<file path="config.mk">
export PLATFORM = sky130hd
export DESIGN_NAME = rpn_stack_ctrl
export DESIGN_NICKNAME = d
export VERILOG_FILES = /design/src/rtl/rpn_pkg.sv /design/src/rtl/rpn_stack.sv /design/src/rtl/rpn_stack_ctrl.sv
export SDC_FILE = /design/constraint.sdc
export NUM_CORES = 1
export LEC_CHECK = 0
export BUFFER_PORTS_ARGS = -buffer_cell sky130_fd_sc_hd__buf_2
export CORE_MARGIN = 2
export CORE_UTILIZATION = 45
export DETAILED_ROUTE_END_ITERATION = 10
export PLACE_DENSITY = 0.6
export SYNTH_ARGS = -nofsm -noshare
export SYNTH_HDL_FRONTEND = slang
export SYNTH_SLANG_ARGS = --single-unit
</file>
<file path="constraint.sdc">
create_clock -name clock -period 8.6 [get_ports clock]
set_input_delay 2.58 -clock clock [delete_from_list [all_inputs] [get_ports clock]]
set_output_delay 2.58 -clock clock [all_outputs]
set_load 0.02 [all_outputs]
</file>
<file path="src/rtl/rpn_pkg.sv">
// Shared types and codes for the RPN calculator: controller state/status
// encoding, error codes, and the opcode map the ALU decodes.
package rpn_pkg;

  typedef enum logic [2:0] {
    S_ENTER     = 3'd0,
    S_PUSH      = 3'd1,
    S_LOAD_OPS  = 3'd2,
    S_EXEC      = 3'd3,
    S_WRITEBACK = 3'd4,
    S_ERROR     = 3'd7
  } state_t;

  localparam logic [1:0] ERR_NONE = 2'd0;
  localparam logic [1:0] ERR_OVF  = 2'd1;
  localparam logic [1:0] ERR_UNF  = 2'd2;

  localparam logic [1:0] OP_ADD = 2'd0;
  localparam logic [1:0] OP_SUB = 2'd1;
  localparam logic [1:0] OP_AND = 2'd2;
  localparam logic [1:0] OP_OR  = 2'd3;

endpackage

</file>
<file path="src/rtl/rpn_stack.sv">
// Operand stack: register array plus fill count, with push, replace-and-pop
// (result lands at count-2) and clear. Exposes the top two entries.
module rpn_stack #(
  parameter int WIDTH = 16,
  parameter int DEPTH = 8,
  parameter int CW    = $clog2(DEPTH + 1)
) (
  input  logic             clock,
  input  logic             reset,
  input  logic             push,
  input  logic             replacePop,
  input  logic             clear,
  input  logic [WIDTH-1:0] pushData,
  input  logic [WIDTH-1:0] replaceData,
  output logic [WIDTH-1:0] top,
  output logic [WIDTH-1:0] second,
  output logic [CW-1:0]    count
);

  logic [WIDTH-1:0] mem [DEPTH];

  always_ff @(posedge clock or negedge reset) begin
    if (!reset) begin
      count <= '0;
    end else if (clear) begin
      count <= '0;
    end else if (push && count != CW'(DEPTH)) begin
      count <= count + CW'(1);
    end else if (replacePop && count >= CW'(2)) begin
      count <= count - CW'(1);
    end
  end

  // Array contents are never reset; an empty stack is defined by count alone.
  always_ff @(posedge clock) begin
    for (int i = 0; i < DEPTH; i++) begin
      if (!clear) begin
        if (push && int'(count) == i) begin
          mem[i] <= pushData;
        end else if (replacePop && int'(count) == i + 2) begin
          mem[i] <= replaceData;
        end
      end
    end
  end

  always_comb begin
    top    = '0;
    second = '0;
    for (int i = 0; i < DEPTH; i++) begin
      if (int'(count) == i + 1) top    = mem[i];
      if (int'(count) == i + 2) second = mem[i];
    end
  end

endmodule

</file>
<file path="src/rtl/rpn_stack_ctrl.sv">
// RPN calculator controller: sequences operand pushes and opcode execution
// against an external combinational ALU, with overflow/underflow trapping.
module rpn_stack_ctrl
  import rpn_pkg::*;
#(
  parameter int WIDTH = 16,
  parameter int DEPTH = 8,
  parameter int OPW   = 2,
  parameter int CW    = $clog2(DEPTH + 1)
) (
  input  logic             clock,
  input  logic             reset,
  input  logic             enter_pulse,
  input  logic             is_op,
  input  logic [WIDTH-1:0] data_in,
  input  logic [OPW-1:0]   opcode_in,
  input  logic             clear_pulse,
  input  logic [WIDTH-1:0] alu_result,
  output logic [WIDTH-1:0] alu_op_a,
  output logic [WIDTH-1:0] alu_op_b,
  output logic [OPW-1:0]   alu_opcode,
  output logic [WIDTH-1:0] top_value,
  output logic [CW-1:0]    depth_count,
  output logic [2:0]       status,
  output logic             result_valid,
  output logic             error,
  output logic [1:0]       err_code
);

  state_t           state;
  logic [WIDTH-1:0] capData;
  logic [OPW-1:0]   capOp;
  logic [WIDTH-1:0] stackTop;
  logic [WIDTH-1:0] stackSecond;
  logic [CW-1:0]    count;

  rpn_stack #(.WIDTH(WIDTH), .DEPTH(DEPTH), .CW(CW)) stackInst (
    .clock       (clock),
    .reset       (reset),
    .push        (state == S_PUSH),
    .replacePop  (state == S_WRITEBACK),
    .clear       (clear_pulse),
    .pushData    (capData),
    .replaceData (alu_result),
    .top         (stackTop),
    .second      (stackSecond),
    .count       (count)
  );

  // Entry capture registers carry data only, so they need no reset.
  always_ff @(posedge clock) begin
    if (state == S_ENTER && enter_pulse) begin
      capData <= data_in;
      capOp   <= opcode_in;
    end
  end

  always_ff @(posedge clock or negedge reset) begin
    if (!reset) begin
      state        <= S_ENTER;
      alu_op_a     <= '0;
      alu_op_b     <= '0;
      alu_opcode   <= '0;
      result_valid <= 1'b0;
      err_code     <= ERR_NONE;
    end else if (clear_pulse) begin
      state        <= S_ENTER;
      result_valid <= 1'b0;
      err_code     <= ERR_NONE;
    end else begin
      case (state)
        S_ENTER: begin
          if (enter_pulse && !is_op) begin
            if (count == CW'(DEPTH)) begin
              state    <= S_ERROR;
              err_code <= ERR_OVF;
            end else begin
              state <= S_PUSH;
            end
          end else if (enter_pulse && is_op) begin
            if (count < CW'(2)) begin
              state    <= S_ERROR;
              err_code <= ERR_UNF;
            end else begin
              state <= S_LOAD_OPS;
            end
          end
        end
        S_PUSH: begin
          result_valid <= 1'b0;
          state        <= S_ENTER;
        end
        S_LOAD_OPS: begin
          alu_op_a   <= stackSecond;
          alu_op_b   <= stackTop;
          alu_opcode <= capOp;
          state      <= S_EXEC;
        end
        S_EXEC:      state <= S_WRITEBACK;
        S_WRITEBACK: begin
          result_valid <= 1'b1;
          state        <= S_ENTER;
        end
        S_ERROR:     state <= S_ERROR;
        default:     state <= S_ENTER;
      endcase
    end
  end

  assign top_value   = stackTop;
  assign depth_count = count;
  assign status      = state;
  assign error       = (state == S_ERROR);

endmodule

</file>
==> summary.txt, run 1 <==
Status: finished, final reports clean
EDFF count, synth: 146
Count of cell types in the netlist: 56
Setup TNS: 0 ns
CTS tree: built
Warnings, synthesis: 0
Final hold vios: 0
Clock Skew: 0.01214 ns
Layout net count: 982
Ratio of cells with drive above 1 in the final layout: 33.05%
Vias per cell: 6.281
Overflow after GRT: 0
# setup viols final: 0
Clock transition at path regs: 0.08 ns
Total chip power: 0.003059 W
Max frequency: 162.1 MHz
TritonCTS Buffers: 17
Max FO, Critical Path: 24
RSZ-0062 raised after global routing: no
Post-DRT Antenna Nets: 0
Synth area leaders: edfxtp_1 (42%), mux2_2 (16%), dfrtp_1 (11%), nor2_1 (2.9%), a21oi_1 (2.7%)
Synthesized net count: 914
Sequential-to-total area share from yosys stat: 52.99%
Finished Cell Area: 11620 µm²
Ys flop type: edfxtp_1
Resized cells post-CTS: 0
Layout Utilization: 51.31%
Die height: 155.7 µm
Post-Syn Instances: 872
Top-count cell post-synth: edfxtp_1
Hold Buf Count CTS: 0
Vias: 7776
Required @ worst endpoint: 6.02 ns
Final worst path period share: 71.74%
Global-route wire length before repair: 48260 µm
Worst Setup Path Type: flip-flop to primary output
Pin count of the biggest net entering global routing: 65
Clock root buffer: clkbuf_16
Crit-path cells: buf_4 -> nor2b_2 -> buf_4 -> nand3_1 -> o22ai_1 -> nand2_1 -> buf_2
WL final: 31640 µm
Routed len/inst: 25.56 µm
Die ar.: 24230 µm²
Yosys top cell by area: edfxtp_1
Iteration-0 DRC Markers: 1232
Syn Area/Cell: 11.87 µm²
Die X: 155.7 µm
CP max stage delay: 0.69 ns
Antenna cells: 0
Synth async-reset ratio: 23.16%
Yosys reg bits: 190
Crit start category: flip-flop
Initial Util: 45.72%
Num ports: 100
Buffers on Ports: 99
Synth top area share: 42.35%
Pwr/cell area: 263.3 nW/µm²
H-Tree Depth: 4
DP Area: 11060 µm²
Clock sink count: 190
Post-CTS setup buffer count: 0
Hpwl dp: 20850 µm
Worst path most repeated cell: buf_4
All-Layer GR Usage: 26.81%
Worst slew pin tran: 1.180 ns
Final Max Tran Viols: 0
Area growth from synthesis to layout: 12.23%
1st-pass router iterations: 5
Detailed-route DRC error count: 0
Clk_lat worst skew: 0.44 ns
Max VDD drop: 0.0001329 V
Row cnt: 55
Max_cap viols: 0
Number of global-route vias before repair: 7441
Leakage power: 4.330 nW
Antenna violations before repair: 0
Slack of the critical path: 2.430 ns
Critical path capture point type: primary output
Dpl ws: 3.051 ns
Clock Tree Buf Depth: 2
Min-Delay Path Class: flip-flop to flip-flop
Synth Cell Area: 10350 µm²
Arr. time, crit path: 3.59 ns
GPL Wtd Cong: 0.8889
Slew headroom: 21.01%
CP max-delay cell: dfrtp_1
Area of the core: 22640 µm²
Minimum clock period: 6.170 ns
# fillers: 2006
Top cells by count, synth: edfxtp_1 (146), mux2_2 (145), nor2_1 (79)
[logic make-up (layout without fill, tap and decap cells)]
kind of cell             after synthesis  count (layout)  share of synthesized area, %
buffers and inverters                 76             157                         3.385
adder cells (fa/ha/maj)                3               3                        0.4351
AO/OA/AOI/OAI                        211             211                         13.50
AND/OR/NAND/NOR                      221             221                         11.19
flip-flops                           190             190                         52.99
XOR/XNOR                               3               3                        0.2539
multiplexers                         168             168                         18.24
[area by class of cell]
class / count / area [µm²] / area share [%]
multi-input combinational: 606 / 4559 / 39.25
inverter: 9 / 33.78 / 0.2908
sequential: 190 / 5490 / 47.26
tap: 285 / 356.6 / 3.069
timing repair buffer: 116 / 623.1 / 5.363
clock inverter: 12 / 96.34 / 0.8293
clock buffer: 20 / 457.9 / 3.942
[metrics by stage]
stage,hold WS [ns],instances
4_1_cts,0.4477,1238
3_3_place_gp,0.4208,1206
2_1_floorplan,0.4146,872
5_1_grt,0.4808,1238
6_report,0.4417,1238
3_5_place_dp,0.4306,1206
[power by group]
group          total (W)  leakage (nW)  switching [W]  internal, W
Sequential       0.00124          1.88       0.000118      0.00112
Clock           0.000776         0.272       0.000380     0.000395
Combinational    0.00105          2.18       0.000660     0.000387
[sequential cells by signal, summed over array words and instances (netlist names)]
register / count
status: 3
alu_opcode: 2
err_code: 2
alu_op_b: 16
capData: 16
stackInst.mem: 128
stackInst.count: 4
result_valid: 1
alu_op_a: 16
capOp: 2
[cell usage in the layout, fill, tap and decap left out, drive strengths merged, types with 4 or more instances in the layout]
cell	netlist	layout
a2bb2oi	12	12
inv	7	16
a211oi	11	11
o32ai	4	4
o21ai	20	20
o31ai	12	12
a22oi	13	13
a31oi	12	12
mux2	145	145
clkbuf	22	20
a21o	9	9
a221oi	6	6
nor2b	21	21
nand2b	5	5
nand3	7	7
or3	4	4
nor4	12	12
edfxtp	146	146
nand2	58	58
nor3	8	8
o221ai	7	7
dfrtp	44	44
o22ai	33	33
a22o	8	8
nor2	79	79
buf	45	116
mux2i	21	21
and3b	12	12
a21oi	56	56
[worst paths after layout]
check	startpoint	to	slack (ns)	cells past startpoint
worst max-delay path	stackInst.count[2]$_DFFE_PN0P_	top_value[3]	2.43	7
max in group asynchronous	reset	stackInst.count[0]$_DFFE_PN0P_	5.53	1
min in group asynchronous	reset	status[1]$_DFFE_PN0P_	2.31	1
worst min-delay path	capOp[0]$_DFFE_PP_	alu_opcode[0]$_DFFE_PN0P_	0.44	2
worst max register to register	stackInst.count[1]$_DFFE_PN0P_	stackInst.mem[1][0]$_DFFE_PP_	4.94	6
worst min register to register	capOp[0]$_DFFE_PP_	alu_opcode[0]$_DFFE_PN0P_	0.44	2
[per-layer routing]
layer | vias to the layer above | track usage (%) | part of all wire [%]
met2 | 467 | 38.98 | 43
met1 | 3775 | 40.78 | 46
li1 | 3484 | - | -
met3 | 50 | 4.722 | 9.6
met4 | 0 | 8.301 | 1.9
met5 | - | 0 | 0
[worst max-delay path, delay by kind of cell (launching register included)]
family	cells	cell delay (ns)
AO/OA/AOI/OAI	1	0.65
buffers and inverters	3	0.81
AND/OR/NAND/NOR	3	0.98
flip-flops	1	0.69
Power figures use the tool's default switching activity.
==> inputs of run 2 (changes only) <==
Settings changed: ABC_AREA from default to 1, PLACE_DENSITY 0.6 to 0.63.
Clock period 8.6 ns to 5.4 ns, I/O delays scaled along.
==> summary.txt, run 2 <==
Status: finished, final reports clean
WL final: 27410 µm
Clock Tree Buf Depth: 2
Buffers on Ports: 99
Part of the power in registers: 36.9%
Synthesized net count: 1245
Detailed-route DRC error count: 0
Sw Share: 42.00%
Antenna cells: 0
Top-count cell post-synth: nand2_1
GPL Wtd Cong: 0.8625
Leading cell types in the layout, fill and taps excluded: nand2_1 (366), edfxtp_1 (146), o21ai_0 (144)
Worst reg2reg endpoint: stackInst.mem[0][50]$_DFFE_PP_
Slew headroom: 32.18%
Required @ worst endpoint: 3.78 ns
Gate power share: 40.2%
Gr busiest metal: met2
M3 GR Usage: 3.516%
Top cells by count, synth: nand2_1 (366), edfxtp_1 (146), o21ai_0 (145)
Post-CTS setup buffer count: 0
Routed len/inst: 17.44 µm
Clock sink count: 190
Leakage power: 4.913 nW
Clock Skew: 0.01030 ns
TritonCTS Buffers: 17
Global-route wire length before repair: 43520 µm
Worst slew pin tran: 1.017 ns
H-Tree Depth: 4
# fillers: 2061
Arr. time, crit path: 3.04 ns
Num ports: 100
Number of global-route vias before repair: 8181
Antenna violations before repair: 0
Ys flop type: edfxtp_1
Reg2reg setup slack: 2.38 ns
Min-Delay Path Class: flip-flop to flip-flop
Initial Util: 45.81%
Overflow after GRT: 0
All-Layer GR Usage: 23.78%
Vias: 8494
Pwr/cell area: 480.2 nW/µm²
Max_cap viols: 0
Ratio of cells with drive above 1 in the final layout: 15.48%
Max VDD drop: 0.0002156 V
GR Util met2: 42.24%
Worst Setup Path Type: flip-flop to primary output
Synth async-reset ratio: 23.16%
M1 GR Usage: 28.68%
Dpl ws: 1.186 ns
Critical path capture point type: primary output
Clock root buffer: clkbuf_16
Synth area leaders: edfxtp_1 (44%), nand2_1 (14%), dfrtp_1 (11%), o21ai_0 (7.3%), nand3_1 (4.9%)
Vias per cell: 5.403
P_sw: 0.002284 W
Clk pwr share: 22.9%
Die X: 153.1 µm
Setup crit end: top_value[1]
Die height: 153.1 µm
Area growth from synthesis to layout: 13.25%
Crit path from: stackInst.count[0]$_DFFE_PN0P_
Area of the core: 21820 µm²
EDFF count, synth: 146
Warnings, synthesis: 0
1st-pass router iterations: 5
Most common cell after layout, fill and taps aside: nand2_1
Hpwl dp: 19230 µm
Syn Area/Cell: 8.311 µm²
Layout net count: 1321
Final hold vios: 0
Max frequency: 214.5 MHz
Resized cells post-CTS: 0
Clock transition at path regs: 0.08 ns
Pin count of the biggest net entering global routing: 45
Hold Buf Count CTS: 0
Final worst path period share: 86.33%
Minimum clock period: 4.662 ns
Number of flip-flops under the largest register name: 128
Count of cell types in the netlist: 31
Yosys reg bits: 190
CTS tree: built
Setup TNS: 0 ns
Slack of the critical path: 0.7383 ns
RSZ-0062 raised after global routing: no
Synth top area share: 43.85%
Reg with most FFs: stackInst.mem
R2R Path Start: stackInst.count[0]$_DFFE_PN0P_
Die ar.: 23430 µm²
# setup viols final: 0
Crit start category: flip-flop
Yosys top cell by area: edfxtp_1
Row cnt: 54
Sequential-to-total area share from yosys stat: 54.86%
Pint: 0.003154 W
Post-Syn Instances: 1203
Synth Cell Area: 9998 µm²
FF-to-FF path depth: 6
Post-DRT Antenna Nets: 0
Max FO, Critical Path: 21
Iteration-0 DRC Markers: 698
Clk_lat worst skew: 0.44 ns
Final Max Tran Viols: 0
Layout Utilization: 51.89%
==> run 2: cell types whose count changed in the layout (fill, tap and decap cells not counted), moves of 22 or more <==
cell and change:
mux2_2 -145, nand4_1 +32, o21ai_0 +126, a21oi_1 -40, nand3_1 +94, o22ai_1 -28
inv_1 +117, or2_2 +22, nand2_1 +313
==> run 2: critical path: stages, from the launching register on <==
cell and delay (ns):
dfrtp_1 0.54, inv_2 0.12, nor2_2 0.57, nand2_1 0.12, buf_4 0.24, inv_1 0.44, nand2_1 0.11, nand4_1 0.16
and2_1 0.14, buf_2 0.16
==> run 2: logic make-up after synthesis <==
kind of cell / count (synthesis) / synth area share [%]
AND/OR/NAND/NOR: 635 / 27.34
buffers and inverters: 193 / 7.746
flip-flops: 190 / 54.86
AO/OA/AOI/OAI: 181 / 9.511
adder cells (fa/ha/maj): 3 / 0.4505
XOR/XNOR: 1 / 0.08761
==> run 2: power groups by stage <==
stage | Clock (W) | Sequential (W) | Combinational (W)
6_report | 0.00125 | 0.00201 | 0.00218
5_1_grt | 0.00132 | 0.00204 | 0.00241
4_1_cts | 0.00126 | 0.00201 | 0.00219
3_5_place_dp | 0 | 0.00204 | 0.00219
3_3_place_gp | 0 | 0.00203 | 0.00216
2_1_floorplan | 0 | 0.00217 | 0.00130
==> run 2: how the worst min path moves through the flow <==
| stage | to | start | slack [ns] | cells after the start |
|---|---|---|---|---|
| 2_1_floorplan | alu_opcode[0]$_DFFE_PN0P_ | capOp[0]$_DFFE_PP_ | 0.43 | 2 |
| 3_3_place_gp | alu_opcode[0]$_DFFE_PN0P_ | capOp[0]$_DFFE_PP_ | 0.43 | 2 |
| 3_5_place_dp | alu_opcode[0]$_DFFE_PN0P_ | capOp[0]$_DFFE_PP_ | 0.44 | 2 |
| 4_1_cts | alu_opcode[1]$_DFFE_PN0P_ | capOp[1]$_DFFE_PP_ | 0.46 | 2 |
| 5_1_grt | alu_opcode[1]$_DFFE_PN0P_ | capOp[1]$_DFFE_PP_ | 0.47 | 2 |
| 6_report | alu_opcode[1]$_DFFE_PN0P_ | capOp[1]$_DFFE_PP_ | 0.45 | 2 |
==> run 2: cell type report <==
type | instances | area, µm² | area share [%]
repair buffers | 119 | 645.6 | 5.702
inverters | 131 | 491.7 | 4.343
clock inverters | 14 | 121.4 | 1.072
well taps | 280 | 350.3 | 3.094
clock buffers | 18 | 450.4 | 3.978
multi-input cells | 820 | 3779 | 33.37
flip-flops and latches | 190 | 5485 | 48.44
==> run 2: layer usage <==
layer  share of wire [%]  wire [µm]
met3                 4.8       1320
met1                  40      11010
met4                 4.0       1109
met2                  51      13980
met5                   0          0
==> run 2: metrics by stage <==
stage	area [µm²]	power, W	cells	hold slack (ns)
4_1_cts	11320	0.005461	1572	0.4551
3_5_place_dp	10750	0.004227	1540	0.4384
6_report	11320	0.005438	1572	0.4479
2_1_floorplan	9998	0.003476	1203	0.4257
5_1_grt	11320	0.005763	1572	0.4741
3_3_place_gp	10750	0.004189	1540	0.4282
